--- config.mk ---
export PLATFORM = sky130hd
export DESIGN_NAME = eth_rx_header_filter
export DESIGN_NICKNAME = d
export VERILOG_FILES = /design/src/rtl/eth_rx_header_filter.sv
export SDC_FILE = /design/constraint.sdc
export NUM_CORES = 1
export LEC_CHECK = 0
export ABC_AREA = 0
export CAP_MARGIN = 5
export CORE_ASPECT_RATIO = 0.6
export CORE_UTILIZATION = 43
export DETAILED_ROUTE_END_ITERATION = 12
export HOLD_SLACK_MARGIN = 0.15
export PLACE_DENSITY = 0.87
export REMOVE_ABC_BUFFERS = 1
export SYNTH_ARGS = -nofsm -noshare
export SYNTH_HDL_FRONTEND = slang
export SYNTH_SLANG_ARGS = --single-unit
--- constraint.sdc ---
create_clock -name ACLK -period 1.95 [get_ports ACLK]
set_input_delay 0.39 -clock ACLK [delete_from_list [all_inputs] [get_ports ACLK]]
set_output_delay 0.39 -clock ACLK [all_outputs]
set_load 0.005 [all_outputs]
--- src/rtl/eth_rx_header_filter.sv ---
// Receive-side Ethernet header filter: checks the 16-byte header of each 64-bit
// AXI-Stream frame and forwards only the payload of frames addressed to us.
module eth_rx_header_filter #(
    parameter int DATA_WIDTH    = 64,
    parameter int COUNTER_WIDTH = 32,
    parameter bit CHECK_SYNC    = 1'b1
) (
    input  logic                     ACLK,
    input  logic                     ARESETN,
    input  logic [DATA_WIDTH-1:0]    S_AXIS_tdata,
    input  logic [DATA_WIDTH/8-1:0]  S_AXIS_tkeep,
    input  logic                     S_AXIS_tvalid,
    input  logic                     S_AXIS_tlast,
    output logic                     S_AXIS_tready,
    output logic [DATA_WIDTH-1:0]    M_AXIS_tdata,
    output logic [DATA_WIDTH/8-1:0]  M_AXIS_tkeep,
    output logic                     M_AXIS_tvalid,
    output logic                     M_AXIS_tlast,
    input  logic                     M_AXIS_tready,
    input  logic [47:0]              Destination_Address,
    input  logic [15:0]              Link_Type,
    input  logic [15:0]              SyncWord,
    input  logic                     Accept_Broadcast,
    output logic [COUNTER_WIDTH-1:0] Frames_Accepted,
    output logic [COUNTER_WIDTH-1:0] Frames_Dropped
);

    localparam int KEEP_WIDTH = DATA_WIDTH / 8;
    localparam logic [KEEP_WIDTH-1:0] KEEP_ALL = '1;
    localparam logic [47:0] BROADCAST = 48'hFFFF_FFFF_FFFF;

    typedef enum logic [1:0] {
        HDR0,
        HDR1,
        PAYLOAD,
        DROP
    } state_t;

    state_t state;
    state_t state_next;

    logic        in_xfer;
    logic        out_load;
    logic        beat_full;
    logic        dest_match_beat;
    logic        dest_match_q;
    logic        hdr_match;
    logic        inc_accepted;
    logic        inc_dropped;
    logic [47:0] beat_dest;
    logic [15:0] beat_link_type;
    logic [15:0] beat_sync;

    // Header fields arrive in network order: byte 0 of a beat is the most significant.
    assign beat_dest = {S_AXIS_tdata[7:0],   S_AXIS_tdata[15:8],  S_AXIS_tdata[23:16],
                        S_AXIS_tdata[31:24], S_AXIS_tdata[39:32], S_AXIS_tdata[47:40]};
    assign beat_link_type = {S_AXIS_tdata[39:32], S_AXIS_tdata[47:40]};
    assign beat_sync      = {S_AXIS_tdata[55:48], S_AXIS_tdata[63:56]};

    assign beat_full       = (S_AXIS_tkeep == KEEP_ALL);
    assign dest_match_beat = (beat_dest == Destination_Address) ||
                             (Accept_Broadcast && (beat_dest == BROADCAST));
    assign hdr_match       = dest_match_q && (beat_link_type == Link_Type) &&
                             (!CHECK_SYNC || (beat_sync == SyncWord));

    assign S_AXIS_tready = (state == PAYLOAD) ? (!M_AXIS_tvalid || M_AXIS_tready) : 1'b1;
    assign in_xfer       = S_AXIS_tvalid && S_AXIS_tready;
    assign out_load      = in_xfer && (state == PAYLOAD);

    always_ff @(posedge ACLK or negedge ARESETN) begin
        if (!ARESETN) begin
            state        <= HDR0;
            dest_match_q <= 1'b0;
        end else begin
            state <= state_next;
            if (in_xfer && (state == HDR0)) begin
                dest_match_q <= dest_match_beat;
            end
        end
    end

    // Each frame reaches exactly one counting decision, so the two counters never fire together.
    always_comb begin
        state_next   = state;
        inc_accepted = 1'b0;
        inc_dropped  = 1'b0;
        case (state)
            HDR0: begin
                if (in_xfer) begin
                    if (S_AXIS_tlast || !beat_full) begin
                        inc_dropped = 1'b1;
                        state_next  = S_AXIS_tlast ? HDR0 : DROP;
                    end else begin
                        state_next = HDR1;
                    end
                end
            end
            HDR1: begin
                if (in_xfer) begin
                    if (!beat_full) begin
                        inc_dropped = 1'b1;
                        state_next  = S_AXIS_tlast ? HDR0 : DROP;
                    end else if (S_AXIS_tlast) begin
                        inc_dropped = 1'b1;
                        state_next  = HDR0;
                    end else if (!hdr_match) begin
                        inc_dropped = 1'b1;
                        state_next  = DROP;
                    end else begin
                        state_next = PAYLOAD;
                    end
                end
            end
            PAYLOAD: begin
                if (in_xfer && S_AXIS_tlast) begin
                    inc_accepted = 1'b1;
                    state_next   = HDR0;
                end
            end
            DROP: begin
                if (in_xfer && S_AXIS_tlast) begin
                    state_next = HDR0;
                end
            end
            default: begin
                state_next = HDR0;
            end
        endcase
    end

    always_ff @(posedge ACLK or negedge ARESETN) begin
        if (!ARESETN) begin
            M_AXIS_tvalid <= 1'b0;
            M_AXIS_tdata  <= '0;
            M_AXIS_tkeep  <= '0;
            M_AXIS_tlast  <= 1'b0;
        end else if (out_load) begin
            M_AXIS_tvalid <= 1'b1;
            M_AXIS_tdata  <= S_AXIS_tdata;
            M_AXIS_tkeep  <= S_AXIS_tkeep;
            M_AXIS_tlast  <= S_AXIS_tlast;
        end else if (M_AXIS_tready) begin
            M_AXIS_tvalid <= 1'b0;
        end
    end

    always_ff @(posedge ACLK or negedge ARESETN) begin
        if (!ARESETN) begin
            Frames_Accepted <= '0;
            Frames_Dropped  <= '0;
        end else begin
            if (inc_accepted) begin
                Frames_Accepted <= Frames_Accepted + COUNTER_WIDTH'(1);
            end
            if (inc_dropped) begin
                Frames_Dropped <= Frames_Dropped + COUNTER_WIDTH'(1);
            end
        end
    end

endmodule

# Yosys cells after proc, flatten, opt, wreduce, memory -nomap -nowiden
# Cells that the tools add are included.
# word_totals
word_cells	58
reg_bits	141
inputBits	158
# op_classes
mux	21
addsub	2
reduce_logical	16
eq_ne	11
# ops
cell	n
adder 32 x 1 -> 32 bit, second input constant	2
equality test 48 bit	1
equality test 48 bit, second input constant	1
equality test 16 bit	2
2-to-1 mux 2 bit	7
2-to-1 mux 1 bit	12
equality test 8 bit, second input constant	1
logical AND 1 bit	7
case mux 2 bit (3 select lines)	1
equality test 2 bit, second input constant	2
!= test 2 bit, second input constant	2
logical OR 1 bit	3
AND reduction 3 bit	1
equality test 2 x 1 -> 1 bit, second input constant	1
zero test 1 bit	2
zero test 2 bit	1
!= test 2 x 1 -> 1 bit, second input constant	1
case mux 1 bit (2 select lines)	1
nonzero test 2 bit	1
OR reduction 2 bit	1

# Depth between registers and ports, before layout
# logic_depth
depth_word	8
depth_mapped	7
ltp_nobuf	6

# Least setup slack after synthesis
# No wires, ideal clock.
# synth_path
kind	input -> register
from	input port SyncWord[6]
to	register Frames_Dropped[1]
t_arrival_ns	1.680
path_buffers	0
path_slack_ns	0.146
setup_time_ns	0.125
t_required_ns	1.825
stages	6
cell_sequence	xnor2_1 > nand3_1 > a2111oi_2 > a41oi_1 > nor2_1 > mux2_2
# synth_between
elab_chain_cells	7
# synth_rtl
element	line_no	rtl
start: declaration	22	input logic [15:0] SyncWord,
equality test 16 bit	64	(!CHECK_SYNC || (beat_sync == SyncWord));
logical AND 1 bit	63	assign hdr_match = dest_match_q && (beat_link_type == Link_Type) &&
2-to-1 mux 1 bit	106	end else if (!hdr_match) begin
2-to-1 mux 1 bit	103	end else if (S_AXIS_tlast) begin
2-to-1 mux 1 bit	100	if (!beat_full) begin
2-to-1 mux 1 bit	99	if (in_xfer) begin
case mux 1 bit (2 select lines)	87	case (state)
end signal: assignment	156	Frames_Dropped <= Frames_Dropped + COUNTER_WIDTH'(1);
end: declaration	25	output logic [COUNTER_WIDTH-1:0] Frames_Dropped
# No other way between the ends.
# A chain may end at the register's enable or synchronous reset.

# Final worst setup path
# layout_path
from	input port SyncWord[13]
to	register Frames_Dropped[31]
# The elaborated chain is that of the path after synthesis.

==> flow_metrics.tcl <==
set metrics [dict create \
    outcome "complete, but fails checks" \
    failed_checks "design-rule violations" \
    cp.arrival_ns 2.24 \
    worstPathCellList "clkdlybuf4s50_1, xnor2_1, nand4_1, nor3_4, o21ai_4, buf_12, buf_4, o2111ai_1, xnor2_1" \
    numCtsBuffers 17 \
    cts_sinks 141 \
    cts_tree "yes" \
    gp_routability_congestion 0.877 \
    io_pins 297 \
    initial_core_util 0.445 \
    yosys-top-cells-area "dfrtp_1 51%, xnor2_1 16%, mux2_2 11%" \
    crit_type "input port to flip-flop" \
    yosysUniqueCellTypes 44 \
    layout-drive-gt1-share 0.249 \
    reg2reg_to "Frames_Dropped[17]$_DFFE_PN0P_" \
    timing.hold.ws_ns 0.289 \
    clockBufferDepth 2 \
    yosysTopAreaCellShare 0.510 \
    vias 6274 \
    rrSetupSlack_ns 0.11 \
    crit_fanout 7 \
    r2r_cells 8 \
    grt_start_max_net_pins 54 \
    fp.coreArea_um2 15500 \
    portBuffers 296 \
    fin_nets 1132 \
    clock_skew_ns 0.0127 \
    path_buf_inv 3 \
    path_delay_family "buffers and inverters" \
    synthCells 571 \
    dp_cells 1144 \
    yosys.area.top_type "dfrtp_1" \
    fp.dieH_um 100 \
    antenna_found_initial 1 \
    drtAntennaViolNets 0 \
    worst-path-stages 9 \
    setup_viol 0 \
    ys_seq_area_frac 0.510 \
    drtIter0Drc 328 \
    maxSlewViolCount 0 \
    dp_hpwl_mm 19.0 \
    crit_end "Frames_Dropped[31]$_DFFE_PN0P_" \
    required_ns 2.26 \
    yosys_register_bits 141 \
    root_buffer "clkbuf_16" \
    avgViaCountPerCell 5.29 \
    area_delta_synth_final_pct 69.7 \
    crit_path_start_kind "input port" \
    final-hold-violation-count 0 \
    p_per_area_nw_per_um2 934 \
    path_common_cell "xnor2_1" \
    grt_usage 0.295 \
    layout.cells.non_filler 1187 \
    cts_max_level 4 \
    die_w_um 166 \
    firstDrtPassIters 9 \
    grt_overflow_total 0 \
    finalCritPeriodShare 0.989 \
    synth_area_um2 6920 \
    cpPeakStageDelay_ns 0.45 \
    final_util 0.755 \
    r2r-start "state[1]$_DFFE_PN0P_" \
    hold_path.class "input port to flip-flop" \
    drv_cap 0 \
    synth-warning-count 0 \
    crit_start "SyncWord[13]" \
    tightest_slew_ns 0.573 \
    leakage_nw 5.07 \
    die-area_um2 16600 \
    grt_pass1_wl_mm 36.9 \
    num_rows 35 \
    maxSlewHeadroom 0.618 \
    peakVddDrop_mv 0.573 \
    crit_path_end_kind "flip-flop" \
    syn_area_per_cell_um2 12.1 \
    wire_per_inst_um 20.7 \
    path_clk_slew_ns 0.06 \
    drc 18 \
    finalCriticalPeriod_ns 1.93 \
    clock_latency_ns 0.41 \
    max_freq_mhz 519 \
    crit_slowest_cell "clkdlybuf4s50_1" \
    grt_pass1_vias 6621 \
    routed_wl_mm 24.6 \
]
==> registers in the layout (all words and copies together), names as in the netlist <==
| name | flops |
|---|---|
| M_AXIS_tdata | 64 |
| Frames_Accepted | 32 |
| Frames_Dropped | 32 |
| M_AXIS_tkeep | 8 |
| state | 2 |
| M_AXIS_tlast | 1 |
| M_AXIS_tvalid | 1 |
| dest_match_q | 1 |
==> kinds of logic (layout without fill, tap and decap cells) <==
family / Yosys count / count (layout) / synth area share
AO/OA/AOI/OAI: 46 / 46 / 0.0550
AND/OR/NAND/NOR: 150 / 150 / 0.128
adder cells (fa/ha/maj): 2 / 2 / 0.00362
multiplexers: 70 / 70 / 0.114
buffers and inverters: 24 / 436 / 0.0143
flip-flops: 141 / 141 / 0.510
other: 0 / 1 / 0
XOR/XNOR: 138 / 138 / 0.175
==> cell usage after synthesis, drive strengths merged <==
master / number
a2111oi: 1
a21oi: 2
a22oi: 1
a31oi: 1
a41o: 1
a41oi: 1
and2: 5
and2b: 1
and3: 15
and4: 6
buf: 13
clkbuf: 3
dfrtp: 141
ha: 2
inv: 8
mux2: 70
nand2: 26
nand2b: 4
nand3: 15
nand4: 42
nor2: 17
nor2b: 3
nor3: 5
nor3b: 1
nor4: 7
o2111ai: 9
o211ai: 17
o21ai: 12
o22ai: 1
or2: 2
or3: 1
xnor2: 129
xor2: 9
==> worst min-delay path by stage <==
stage	end	cells past startpoint	from	slack [ns]
final	M_AXIS_tkeep[4]$_DFFE_PN0P_	2	S_AXIS_tkeep[4]	0.29
after global routing	M_AXIS_tkeep[3]$_DFFE_PN0P_	2	S_AXIS_tkeep[3]	0.29
after detailed placement	Frames_Accepted[19]$_DFFE_PN0P_	1	ARESETN	0.41
after global placement	Frames_Accepted[19]$_DFFE_PN0P_	1	ARESETN	0.41
after floorplan	Frames_Accepted[0]$_DFFE_PN0P_	0	ARESETN	0.09
after CTS	M_AXIS_tdata[48]$_DFFE_PN0P_	2	S_AXIS_tdata[48]	0.38
==> final cells by class <==
cell class | instances | area, µm²
clock inverters | 13 | 141
flip-flops and latches | 141 | 3530
well taps | 203 | 254
diodes | 1 | 2.50
clock buffers | 17 | 425
multi-input cells | 406 | 3470
inverters | 8 | 30.0
repair buffers | 398 | 3890
fillers | 1031 | 3810
==> per-stage QoR <==
stage	cell area [µm²]	power, mW	setup WS (ns)	TNS (ns)
5_1_grt	11700	11.4	-0.0411	-0.237
2_1_floorplan	6850	5.21	-1.40	-127.03
3_5_place_dp	10900	7.69	-0.868	-40.30
3_3_place_gp	10900	7.56	-0.806	-37.41
4_1_cts	11500	10.9	0.00463	0
6_report	11700	11.0	0.0224	0
==> metal layers <==
metal	global-route usage	vias up	wire, µm
met1	0.388	3092	10600
met5	0	-	0
li1	-	2856	-
met2	0.474	282	11400
met3	0.0733	44	1960
met4	0.119	0	561
==> where the power goes <==
group	total, mW	switching (mW)	leakage [nW]	internal (mW)
combinational	3.67	1.33	3.02	2.34
clock	3.18	1.30	0.272	1.88
sequential	4.10	0.477	1.78	3.63
total	11.0	3.11	5.07	7.85
==> cells in the final DEF, fill, tap and decap left out, types with 5 or more instances in the layout <==
master and instances:
inv_1 7, xnor2_1 123, nor2_1 16, and4_1 5, and3_1 15, xnor2_2 6, o211ai_2 5, o2111ai_1 5
dfrtp_1 140, xor2_1 9, and2_1 5, clkbuf_16 19, buf_12 10, mux2_2 69, nand4_1 39, clkdlybuf4s50_1 239
dlygate4sd2_1 32, nand3_1 13, o211ai_1 12, dlymetal6s2s_1 16, o21ai_0 6, nand2_1 25, buf_4 85
==> what timing repair did <==
action                     4_1_cts  5_1_grt
setup buffers                    4        3
hold endpoints to repair        49        0
cloned                           1        3
setup endpoints to repair       34       39
gates resized for setup         60       40
hold buffers                     1        0
pin swaps                       21       17
Power figures use the tool's default switching activity.
